File: src/rtl/lc3b_types.sv
// Shared LC-3b type definitions: arbiter state and master identifiers.
package lc3b_types;

    localparam int ARB_ADDR_W = 12;
    localparam int ARB_DATA_W = 128;

    typedef enum logic [1:0] {
        ARB_IDLE    = 2'd0,
        ARB_GRANT_I = 2'd1,
        ARB_GRANT_D = 2'd2
    } arb_state_t;

    typedef enum logic {
        ARB_M_I = 1'b0,
        ARB_M_D = 1'b1
    } arb_master_t;

endpackage

File: src/rtl/wb_port_mux.sv
// Selects one of two Wishbone master bundles onto the downstream bus;
// drives all-zero when neither master holds the grant.
module wb_port_mux #(
    parameter int ADDR_W = 12,
    parameter int DATA_W = 128
) (
    input  logic                sel_i,
    input  logic                sel_d,
    input  logic                if_cyc,
    input  logic                if_stb,
    input  logic                if_we,
    input  logic [ADDR_W-1:0]   if_adr,
    input  logic [DATA_W-1:0]   if_dat_m,
    input  logic [DATA_W/8-1:0] if_sel,
    input  logic                d_cyc,
    input  logic                d_stb,
    input  logic                d_we,
    input  logic [ADDR_W-1:0]   d_adr,
    input  logic [DATA_W-1:0]   d_dat_m,
    input  logic [DATA_W/8-1:0] d_sel,
    output logic                m_cyc,
    output logic                m_stb,
    output logic                m_we,
    output logic [ADDR_W-1:0]   m_adr,
    output logic [DATA_W-1:0]   m_dat_m,
    output logic [DATA_W/8-1:0] m_sel
);

    // Granted-master select; sel_i and sel_d are never both high
    always_comb begin
        if (sel_i) begin
            m_cyc   = if_cyc;
            m_stb   = if_stb;
            m_we    = if_we;
            m_adr   = if_adr;
            m_dat_m = if_dat_m;
            m_sel   = if_sel;
        end else if (sel_d) begin
            m_cyc   = d_cyc;
            m_stb   = d_stb;
            m_we    = d_we;
            m_adr   = d_adr;
            m_dat_m = d_dat_m;
            m_sel   = d_sel;
        end else begin
            m_cyc   = 1'b0;
            m_stb   = 1'b0;
            m_we    = 1'b0;
            m_adr   = {ADDR_W{1'b0}};
            m_dat_m = {DATA_W{1'b0}};
            m_sel   = {(DATA_W/8){1'b0}};
        end
    end

endmodule

File: src/rtl/wishbone_arbiter.sv
// Two-to-one round-robin Wishbone arbiter: ifetch and data masters share
// one downstream memory port, one transfer at a time.
module wishbone_arbiter
    import lc3b_types::*;
#(
    parameter int ADDR_W = ARB_ADDR_W,
    parameter int DATA_W = ARB_DATA_W
) (
    input  logic                clk,
    input  logic                rst_n,
    input  logic                if_cyc,
    input  logic                if_stb,
    input  logic                if_we,
    input  logic [ADDR_W-1:0]   if_adr,
    input  logic [DATA_W-1:0]   if_dat_m,
    input  logic [DATA_W/8-1:0] if_sel,
    output logic                if_ack,
    output logic [DATA_W-1:0]   if_dat_s,
    input  logic                d_cyc,
    input  logic                d_stb,
    input  logic                d_we,
    input  logic [ADDR_W-1:0]   d_adr,
    input  logic [DATA_W-1:0]   d_dat_m,
    input  logic [DATA_W/8-1:0] d_sel,
    output logic                d_ack,
    output logic [DATA_W-1:0]   d_dat_s,
    output logic                m_cyc,
    output logic                m_stb,
    output logic                m_we,
    output logic [ADDR_W-1:0]   m_adr,
    output logic [DATA_W-1:0]   m_dat_m,
    output logic [DATA_W/8-1:0] m_sel,
    input  logic                m_ack,
    input  logic [DATA_W-1:0]   m_dat_s
);

    arb_state_t  state_r;
    arb_master_t last_r;
    logic        req_i_s;
    logic        req_d_s;
    logic        grant_i_s;
    logic        grant_d_s;

    assign req_i_s   = if_cyc & if_stb;
    assign req_d_s   = d_cyc & d_stb;
    assign grant_i_s = (state_r == ARB_GRANT_I);
    assign grant_d_s = (state_r == ARB_GRANT_D);

    // Arbitration FSM and round-robin history; m_ack only matters while granted
    always_ff @(posedge clk or negedge rst_n) begin
        if (!rst_n) begin
            state_r <= ARB_IDLE;
            last_r  <= ARB_M_D;
        end else begin
            case (state_r)
                ARB_IDLE: begin
                    if (req_i_s && (!req_d_s || (last_r == ARB_M_D))) begin
                        state_r <= ARB_GRANT_I;
                    end else if (req_d_s) begin
                        state_r <= ARB_GRANT_D;
                    end else begin
                        state_r <= ARB_IDLE;
                    end
                end
                ARB_GRANT_I: begin
                    if (m_ack) begin
                        state_r <= ARB_IDLE;
                        last_r  <= ARB_M_I;
                    end else if (!req_i_s) begin
                        state_r <= ARB_IDLE;
                    end else begin
                        state_r <= ARB_GRANT_I;
                    end
                end
                ARB_GRANT_D: begin
                    if (m_ack) begin
                        state_r <= ARB_IDLE;
                        last_r  <= ARB_M_D;
                    end else if (!req_d_s) begin
                        state_r <= ARB_IDLE;
                    end else begin
                        state_r <= ARB_GRANT_D;
                    end
                end
                default: begin
                    state_r <= ARB_IDLE;
                end
            endcase
        end
    end

    // Acks go only to the granted master; read data is broadcast
    assign if_ack   = grant_i_s & m_ack;
    assign d_ack    = grant_d_s & m_ack;
    assign if_dat_s = m_dat_s;
    assign d_dat_s  = m_dat_s;

    wb_port_mux #(
        .ADDR_W (ADDR_W),
        .DATA_W (DATA_W)
    ) u_port_mux (
        .sel_i    (grant_i_s),
        .sel_d    (grant_d_s),
        .if_cyc   (if_cyc),
        .if_stb   (if_stb),
        .if_we    (if_we),
        .if_adr   (if_adr),
        .if_dat_m (if_dat_m),
        .if_sel   (if_sel),
        .d_cyc    (d_cyc),
        .d_stb    (d_stb),
        .d_we     (d_we),
        .d_adr    (d_adr),
        .d_dat_m  (d_dat_m),
        .d_sel    (d_sel),
        .m_cyc    (m_cyc),
        .m_stb    (m_stb),
        .m_we     (m_we),
        .m_adr    (m_adr),
        .m_dat_m  (m_dat_m),
        .m_sel    (m_sel)
    );

endmodule

File: config.mk
export PLATFORM = sky130hd
export DESIGN_NAME = wishbone_arbiter
export DESIGN_NICKNAME = d
export VERILOG_FILES = /design/src/rtl/lc3b_types.sv /design/src/rtl/wb_port_mux.sv /design/src/rtl/wishbone_arbiter.sv
export SDC_FILE = /design/constraint.sdc
export NUM_CORES = 1
export LEC_CHECK = 0
export ABC_AREA = 1
export CAP_MARGIN = 40
export CELL_PAD_IN_SITES_DETAIL_PLACEMENT = 0
export CELL_PAD_IN_SITES_GLOBAL_PLACEMENT = 2
export CORE_AREA = 3 3 333 335
export CTS_CLUSTER_SIZE = 30
export DETAILED_ROUTE_END_ITERATION = 6
export DIE_AREA = 0 0 336 338
export PLACE_DENSITY_LB_ADDON = 0.1
export SYNTH_ARGS = -nofsm -noshare
export SYNTH_HDL_FRONTEND = slang
export SYNTH_SLANG_ARGS = --single-unit
File: constraint.sdc
create_clock -name clk -period 3.14 [get_ports clk]
set_input_delay 0.314 -clock clk [delete_from_list [all_inputs] [get_ports clk]]
set_output_delay 0.314 -clock clk [all_outputs]
set_load 0.05 [all_outputs]
# [Word-level counts from Yosys, hierarchy flattened]
# Index checks and enable logic that the tools add are counted.
[op_classes] n_bitwise=4 reduce_logical=6 n_eq_ne=4 mux=21
[ops] operator="128-bit two-way mux" n=2
[ops] operator="16-bit two-way mux" n=2
[ops] operator="12-bit two-way mux" n=2
[ops] operator="1-bit two-way mux" n=10
[ops] operator="2-bit two-way mux" n=3
[ops] operator="2-bit case mux with 3 select lines" n=1
[ops] operator="1-bit bitwise AND" n=4
[ops] operator="2-bit != test (second input constant)" n=2
[ops] operator="3-bit AND reduction" n=1
[ops] operator="2-bit by 1-bit == test with 1-bit output (second input constant)" n=1
[ops] operator="2-bit == test (second input constant)" n=1
[ops] operator="2-bit logical NOT" n=1
[ops] operator="1-bit case mux with 2 select lines" n=1
[ops] operator="2-bit nonzero test" n=1
[ops] operator="1-bit logical AND" n=1
[ops] operator="1-bit logical NOT" n=1
[ops] operator="1-bit logical OR" n=1
[totals] output_inout_bits=417 register_bits=3 elab_cells=37 input_bits=449

# [Depth between registers and ports, before layout]
# Gate-level depths: netlist of run 1.
[logic_depth] word_depth=6 mapped_depth=7 ltp_nobuf=5

# [Cells and area by module]
# A second synthesis of run 1 with hierarchy kept.
[unflattened] hier_cells=812 hier_area_um2=4540.6
[by_module_without_submodules] module="wb_port_mux" cells_per_inst=531 area_each_um2=2426.1 instances=1 seq_area_each_um2=0.0
[by_module_without_submodules] module="wishbone_arbiter" cells_per_inst=281 area_each_um2=2114.5 instances=1 seq_area_each_um2=76.3

# [Least setup slack after synthesis of run 1]
# No wires, ideal clock.
[synth_timing] path_kind="register -> output" startpoint="register state_r[1]" endpoint="output m_dat_m[100]" t_arrival_ns=1.248 required_time_ns=2.826 path_slack_ns=1.578 path_stages_with_launch=8 n_path_buf=2 path_cell_list="dfrtp_1 -> inv_2 -> nand2_1 -> inv_2 -> buf_6 -> buf_6 -> nand2_1 -> nand2_1"
[synth_via] elab_chain_len=3 elab_cells_between_ends=4 cone_classes="2 x eq/ne; 2 x mux"
[synth_lines] element="start: declaration" line_no="wishbone_arbiter.sv:37" rtl="arb_state_t state_r;"
[synth_lines] element="start signal: assignment" line_no="wishbone_arbiter.sv:52" rtl="state_r <= ARB_IDLE;"
[synth_lines] element="start signal: assignment" line_no="wishbone_arbiter.sv:58" rtl="state_r <= ARB_GRANT_I;"
[synth_lines] element="start signal: assignment" line_no="wishbone_arbiter.sv:60" rtl="state_r <= ARB_GRANT_D;"
[synth_lines] element="2-bit == test" line_no="wishbone_arbiter.sv:47" rtl="assign grant_d_s = (state_r == ARB_GRANT_D);"
[synth_lines] element="128-bit two-way mux" line_no="wb_port_mux.sv:38" rtl="end else if (sel_d) begin"
[synth_lines] element="128-bit two-way mux *" line_no="wb_port_mux.sv:31" rtl="if (sel_i) begin"
[synth_lines] element="end: declaration" line_no="wishbone_arbiter.sv:31" rtl="output logic [DATA_W-1:0] m_dat_m,"
# Every way passes the cells marked *; elsewhere a longest branch is shown, timed or not.

# [Final worst setup path of run 1]
[layout_timing] startpoint="register state_r[1]" endpoint="output m_dat_m[59]"
# Same word-level chain as after synthesis.

==> results of run 1 <==
==> worst register-to-register path, stage by stage (launching register included) <==
cell and delay [ns]:
dfrtp_1 0.39, inv_2 0.06, nand2_1 0.11, inv_6 0.21, buf_4 0.20, nand3_1 0.07, o21ai_0 0.09
==> routing by layer <==
layer | vias to the layer above | global-route usage (%) | routed length [µm]
li1 | 2518 | - | -
met1 | 2077 | 5.977 | 13080
met2 | 567 | 8.861 | 14860
met3 | 33 | 5.505 | 7336
met4 | 24 | 0.2713 | 95
met5 | - | 0.4681 | 204
==> through the flow <==
stage / power, µW / instances / worst slack (ns)
2_1_floorplan: 2056 / 792 / 1.578
3_3_place_gp: 2242 / 2413 / 0.4888
3_5_place_dp: 2210 / 2413 / 0.5312
4_1_cts: 2421 / 2417 / 0.2890
5_1_grt: 2511 / 2417 / 0.1783
6_report: 2355 / 2422 / 0.3751
==> synth_stat cells <==
cell	count
nand2_1	481
buf_4	256
buf_6	22
buf_2	12
inv_1	4
inv_2	4
o21ai_0	4
dfrtp_1	2
nand3_1	2
nor2_1	2
dfstp_2	1
nand2_2	1
o22ai_1	1
==> logic make-up (layout without fill, tap and decap cells) <==
group	after synthesis	count (layout)	synth area share (%)
buffers and inverters	298	509	53.91
AOI/OAI and AO/OA	5	5	0.6270
DFF	3	3	1.821
and+or+nand+nor	486	486	43.64
other	0	5	0
==> final timing paths <==
path	end	from	slack, ns	depth (start not counted)
max reg2reg	state_r[0]	state_r[1]	1.92	6
min reg2reg	last_r	last_r	0.54	2
max	m_dat_m[59]	state_r[1]	0.38	8
max in group asynchronous	last_r	rst_n	2.63	1
min in group clk	last_r	last_r	0.54	2
min	state_r[1]	rst_n	0.28	1
==> power groups by stage <==
stage	Clock (µW)	Combinational, µW	Sequential (µW)
after CTS	204	2160	55.0
after global routing	208	2250	55.7
after detailed placement	0	2150	55.4
final	203	2100	55.1
after floorplan	0	2000	53.6
after global placement	0	2190	56.0
==> flip-flops by register name, indices dropped and copies added (netlist names) <==
signal and cells:
state_r 2, last_r 1
==> area by class of cell <==
class,instances,area [µm²]
Fill cell,12820,99610
Timing Repair Buffer,497,4955
Multi-Input combinational cell,491,1856
Tap cell,1414,1769
Clock buffer,4,78.83
Sequential cell,3,76.32
Inverter,8,40.04
Antenna cell,5,12.51
==> placed cells by master (no fill, tap or decap), types with 3 or more instances in the layout <==
cell             instances
diode_2                  5
o21ai_0                  4
buf_12                   6
buf_4                   32
clkbuf_16                3
clkdlybuf4s50_1        459
inv_1                    4
nand2_1                481
==> impl_metrics.toml, run 1 <==
[setup_path]
timing.critical_path.arrival_ns = 2.45
worstSetupPathType = "flip-flop to output pin"
cp_cell_sequence = "inv_2 -> nand2_1 -> inv_6 -> buf_12 -> buf_12 -> nand2_1 -> nand2_1 -> clkdlybuf4s50_1"
startpoint_type = "flip-flop"
critPathCaptureType = "output pin"
cp_top_family = "buffers and inverters"
worst-path-buf-inv = 5
worstPathRequired_ns = 2.83
crit_top_cell = "nand2_1"
cp_max_fo = 42
max_stage_delay_ns = 0.82
crit_slowest_cell = "clkdlybuf4s50_1"

[sta]
rsz0062_at_grt = "no"
skew_ns = 0.002117
period_minus_slack_ns = 2.765
tns_ns = 0
hold_viol_final = 0
setup_viol = 0
timing.hold.ws_ns = 0.2843
slew_viol_final = 0
finalCritPeriodShare_pct = 88.05
max_freq_mhz = 361.7
worstMarginPinSlew_ns = 0.6826
slew_headroom_pct = 54.35

[logic_synthesis]
synth_top_cell_by_area = "buf_4"
synth_area_um2 = 4192
synthDistinctLibCells = 13
synth_area_leaders = "buf_4, nand2_1, buf_6, buf_2, dfrtp_1"
avgSynthCellArea_um2 = 5.292
synth_cells = 792
synth_top_cell_area_share_pct = 45.85
synth_fp_nets = 1241
synth-seq-cells = 3
yosysSeqAreaShare_pct = 1.821
yosysWarnings = 0

[placed_design]
gp_congestion = 0.6520
place_hpwl_um = 30630
port_buffers = 481
place_area_um2 = 8696

[global_routing]
grt_use_total_pct = 5.777
grt_max_degree = 60
overflow = 0
antenna_found_initial = 17
grt_pass1_wl_um = 46430
grt_pass1_vias = 5739

[power_and_ir_drop]
vdd_ir_drop_max_mv = 0.08389
seq_power_share_pct = 2.3
leakagePower_uw = 0.003425
p_int_uw = 1028
p_comb_share_pct = 89.1
p_sw_share_pct = 56.37
power_frac_clock_pct = 8.6
power.net_switching_uw = 1328
powerDensity_nw_per_um2 = 268.0

[floorplan]
ios = 866
die_area_um2 = 113600
num_rows = 121
coreArea_um2 = 108400
die_y_um = 338
initial_core_util_pct = 3.867
dieWidth_um = 336

[routing]
drc_errors = 0
dr.pass1.iters = 4
vias_per_cell = 2.155
drt.antenna.violating_nets = 0
avgRoutedWirePerCell_um = 14.69
via_count = 5219
drt-total-wl_um = 35580
drtIter0Drc = 186

[finish]
area_growth_pct = 109.6
finalInstanceArea_um2 = 8787
fin_nets = 1453
fin_util_pct = 8.106
drive_above_1_share_pct = 4.686

[clock_network]
cts_resized = 0
cts.sinks = 3
cts_buffers = 3
hold_buffers = 0
cts.clk_slew.worst_paths_ns = 0.03
cts_tree = "yes"
clk_root_buffer_cell = "clkbuf_16"
cts_buffer_depth = 2
cts-htree-levels = 1
clk_latency_ns = 0.22
post_cts_buffers = 0

[run]
max_cap_viol_count = 0

[outcome]
outcome = "finished clean"

[hold_path]
hold_path.class = "input port to asynchronous set/reset pin"
Note: power is estimated with default switching activity, not from simulation.
==> inputs of run 2 (changes only) <==
--- a/config.mk
+++ b/config.mk
@@ -9,11 +9,12 @@
 export CAP_MARGIN = 40
 export CELL_PAD_IN_SITES_DETAIL_PLACEMENT = 0
 export CELL_PAD_IN_SITES_GLOBAL_PLACEMENT = 2
-export CORE_AREA = 3 3 333 335
+export CORE_AREA = 3 3 336 338
 export CTS_CLUSTER_SIZE = 30
 export DETAILED_ROUTE_END_ITERATION = 6
-export DIE_AREA = 0 0 336 338
+export DIE_AREA = 0 0 339 341
 export PLACE_DENSITY_LB_ADDON = 0.1
 export SYNTH_ARGS = -nofsm -noshare
 export SYNTH_HDL_FRONTEND = slang
+export SYNTH_HIERARCHICAL = 1
 export SYNTH_SLANG_ARGS = --single-unit
==> run 2 against run 1 <==
Net effect:
- via count increased by 7.1%
- sequential power about the same
- first-iteration DRC count is 16% lower
- utilization up 1.7 points
- worst setup slack improved by 0.21 ns
- register-to-register slack worse by 0.04 ns
- wire length is 3.1% higher
- combinational power grew 33%
- global-route usage increased by 0.25 points
- cell area rose by 23%
- clock power barely moved
- critical path type unchanged
==> impl_metrics.toml, run 2 <==
[global_routing]
grt_use_met2_pct = 9.332
grt_use_total_pct = 6.028
use_met3_pct = 4.097
met1_usage_pct = 7.010
grt_pass1_wl_um = 50050
grt_max_degree = 106
busiest_layer = "met2"
antenna_found_initial = 15
grt_pass1_vias = 6112
overflow = 0

[finish]
drive_above_1_share_pct = 19.48
largest_registers = "state_r: 2 flops, last_r: 1 flops"
fin_nets = 1451
final_cell_mix = "nand2_1, clkdlybuf4s50_1, buf_12"
top_register = "state_r"
area_growth_pct = 137.5
largest_reg_flops = 2

[setup_path]
crit_start = "state_r[1]"
crit_slowest_cell = "dfrtp_1"
timing.critical_path.arrival_ns = 2.24
crit_path_end = "m_dat_m[113]"
worstRegToRegCells = 4
max_stage_delay_ns = 0.37
worstSetupPathType = "flip-flop to output pin"
critPathCaptureType = "output pin"
cp_top_family = "buffers and inverters"
worst-path-stages = 7
startpoint_type = "flip-flop"
worst-path-buf-inv = 4
cp_max_fo = 105
cp_cell_sequence = "inv_2 -> nand2_2 -> inv_6 -> buf_12 -> nand2_1 -> nand2_1 -> buf_12"
rr_startpoint = "state_r[0]"
worstPathRequired_ns = 2.83
reg2reg_to = "state_r[1]"
rrSetupSlack_ns = 1.88

[power_and_ir_drop]
powerDensity_nw_per_um2 = 282.1
seq_power_share_pct = 1.8
leakagePower_uw = 0.004164
total_power_uw = 3042
p_comb_share_pct = 91.6
vdd_ir_drop_max_mv = 0.1259
p_int_uw = 1511
power.net_switching_uw = 1531
power_frac_clock_pct = 6.6
p_sw_share_pct = 50.33

[routing]
drt-total-wl_um = 36670
avgRoutedWirePerCell_um = 14.70
dr.pass1.iters = 4
drtIter0Drc = 157
vias_per_cell = 2.241
drt.antenna.violating_nets = 0
via_count = 5592
drc_errors = 0

[sta]
finalCritPeriodShare_pct = 81.29
tns_ns = 0
rsz0062_at_grt = "no"
worstMarginPinSlew_ns = 0.8873
slew_viol_final = 0
skew_ns = 0.0005383
period_minus_slack_ns = 2.552
slew_headroom_pct = 40.85
setup_viol = 0
worst_slack_ns = 0.5876
hold_viol_final = 0
max_freq_mhz = 391.8

[floorplan]
die_area_um2 = 115600
coreArea_um2 = 110400
die_y_um = 341
initial_core_util_pct = 4.114
num_rows = 122
dieWidth_um = 339
ios = 866

[clock_network]
clk_root_buffer_cell = "clkbuf_16"
cts_buffers = 3
post_cts_buffers = 0
cts.sinks = 3
cts_resized = 0
hold_buffers = 0
cts.clk_slew.worst_paths_ns = 0.03
cts-htree-levels = 1
cts_tree = "yes"
clk_latency_ns = 0.22
cts_buffer_depth = 2

[logic_synthesis]
yosys_most_used_dff = "dfrtp_1"
yosysMostFrequentCell = "nand2_1"
synthDistinctLibCells = 18
yosysSeqAreaShare_pct = 1.681
synth_edf_count = 0
yosysWarnings = 6
avgSynthCellArea_um2 = 5.592
synthTopCellsByCount = "nand2_1, buf_4, nand3_1"
synth_top_cell_by_area = "buf_4"
synth_fp_nets = 1261
synth-seq-cells = 3
synth_top_cell_area_share_pct = 43.48
synth_cells = 812
synth_area_leaders = "buf_4, nand2_1, nand3_1, buf_2, buf_6"
synth_area_um2 = 4541
async_flop_share_pct = 100.0

[run]
max_cap_viol_count = 0

[placed_design]
port_buffers = 481
dp_slack_ns = 0.7288
place_hpwl_um = 30070
gp_congestion = 0.6816

[hold_path]
hold_path.class = "input port to asynchronous set/reset pin"

[outcome]
outcome = "finished clean"
run 2: power groups by stage:
stage / Sequential (µW) / Combinational [µW] / Clock (µW)
global placement: 55.5 / 2890 / 0
CTS: 55.3 / 2870 / 204
finish: 55.1 / 2790 / 200
detailed placement: 55.6 / 2870 / 0
global route: 56.6 / 2950 / 208
floorplan: 53.5 / 2080 / 0
run 2: how the worst min path moves through the flow:
stage / startpoint / to / slack [ns] / cells past startpoint
6_report: rst_n / state_r[0] / 0.30 / 1
3_5_place_dp: last_r / last_r / 0.52 / 2
4_1_cts: rst_n / state_r[0] / 0.30 / 1
5_1_grt: rst_n / state_r[0] / 0.31 / 1
2_1_floorplan: rst_n / state_r[0] / 0.02 / 0
3_3_place_gp: rst_n / state_r[0] / 0.53 / 1
run 2: final cells by class:
class,instances,area (µm²)
fill,12860,99580
antenna,6,15.01
sequential,3,76.32
multi-input combinational,491,2131
clock buffer,4,78.83
inverter,9,43.79
tap,1488,1862
timing repair buffer,494,6579
run 2: stage by stage:
step	cells	hold WS (ns)	instance area (µm²)	util, %
6_report	2495	0.2983	10790	9.773
5_1_grt	2489	0.3149	10770	9.759
3_3_place_gp	2485	0.5298	10690	9.688
4_1_cts	2489	0.3020	10770	9.759
2_1_floorplan	812	0.01841	4541	-
3_5_place_dp	2485	0.5201	10690	9.688
run 2: cells by family (layout without fill, tap and decap cells):
logic type             Yosys count  in the layout  share of synthesized area [%]
AND/OR/NAND/NOR                486            486                          46.10
buffers and inverters          318            507                          51.50
AO/OA/AOI/OAI                    5              5                         0.7164
flip-flops                       3              3                          1.681
other                            0              6                              0
run 2: layer usage:
metal | vias to the layer above | routed length (µm)
li1 | 2678 | -
met1 | 2412 | 14840
met5 | - | 105
met3 | 46 | 5487
met4 | 16 | 408
met2 | 440 | 15830
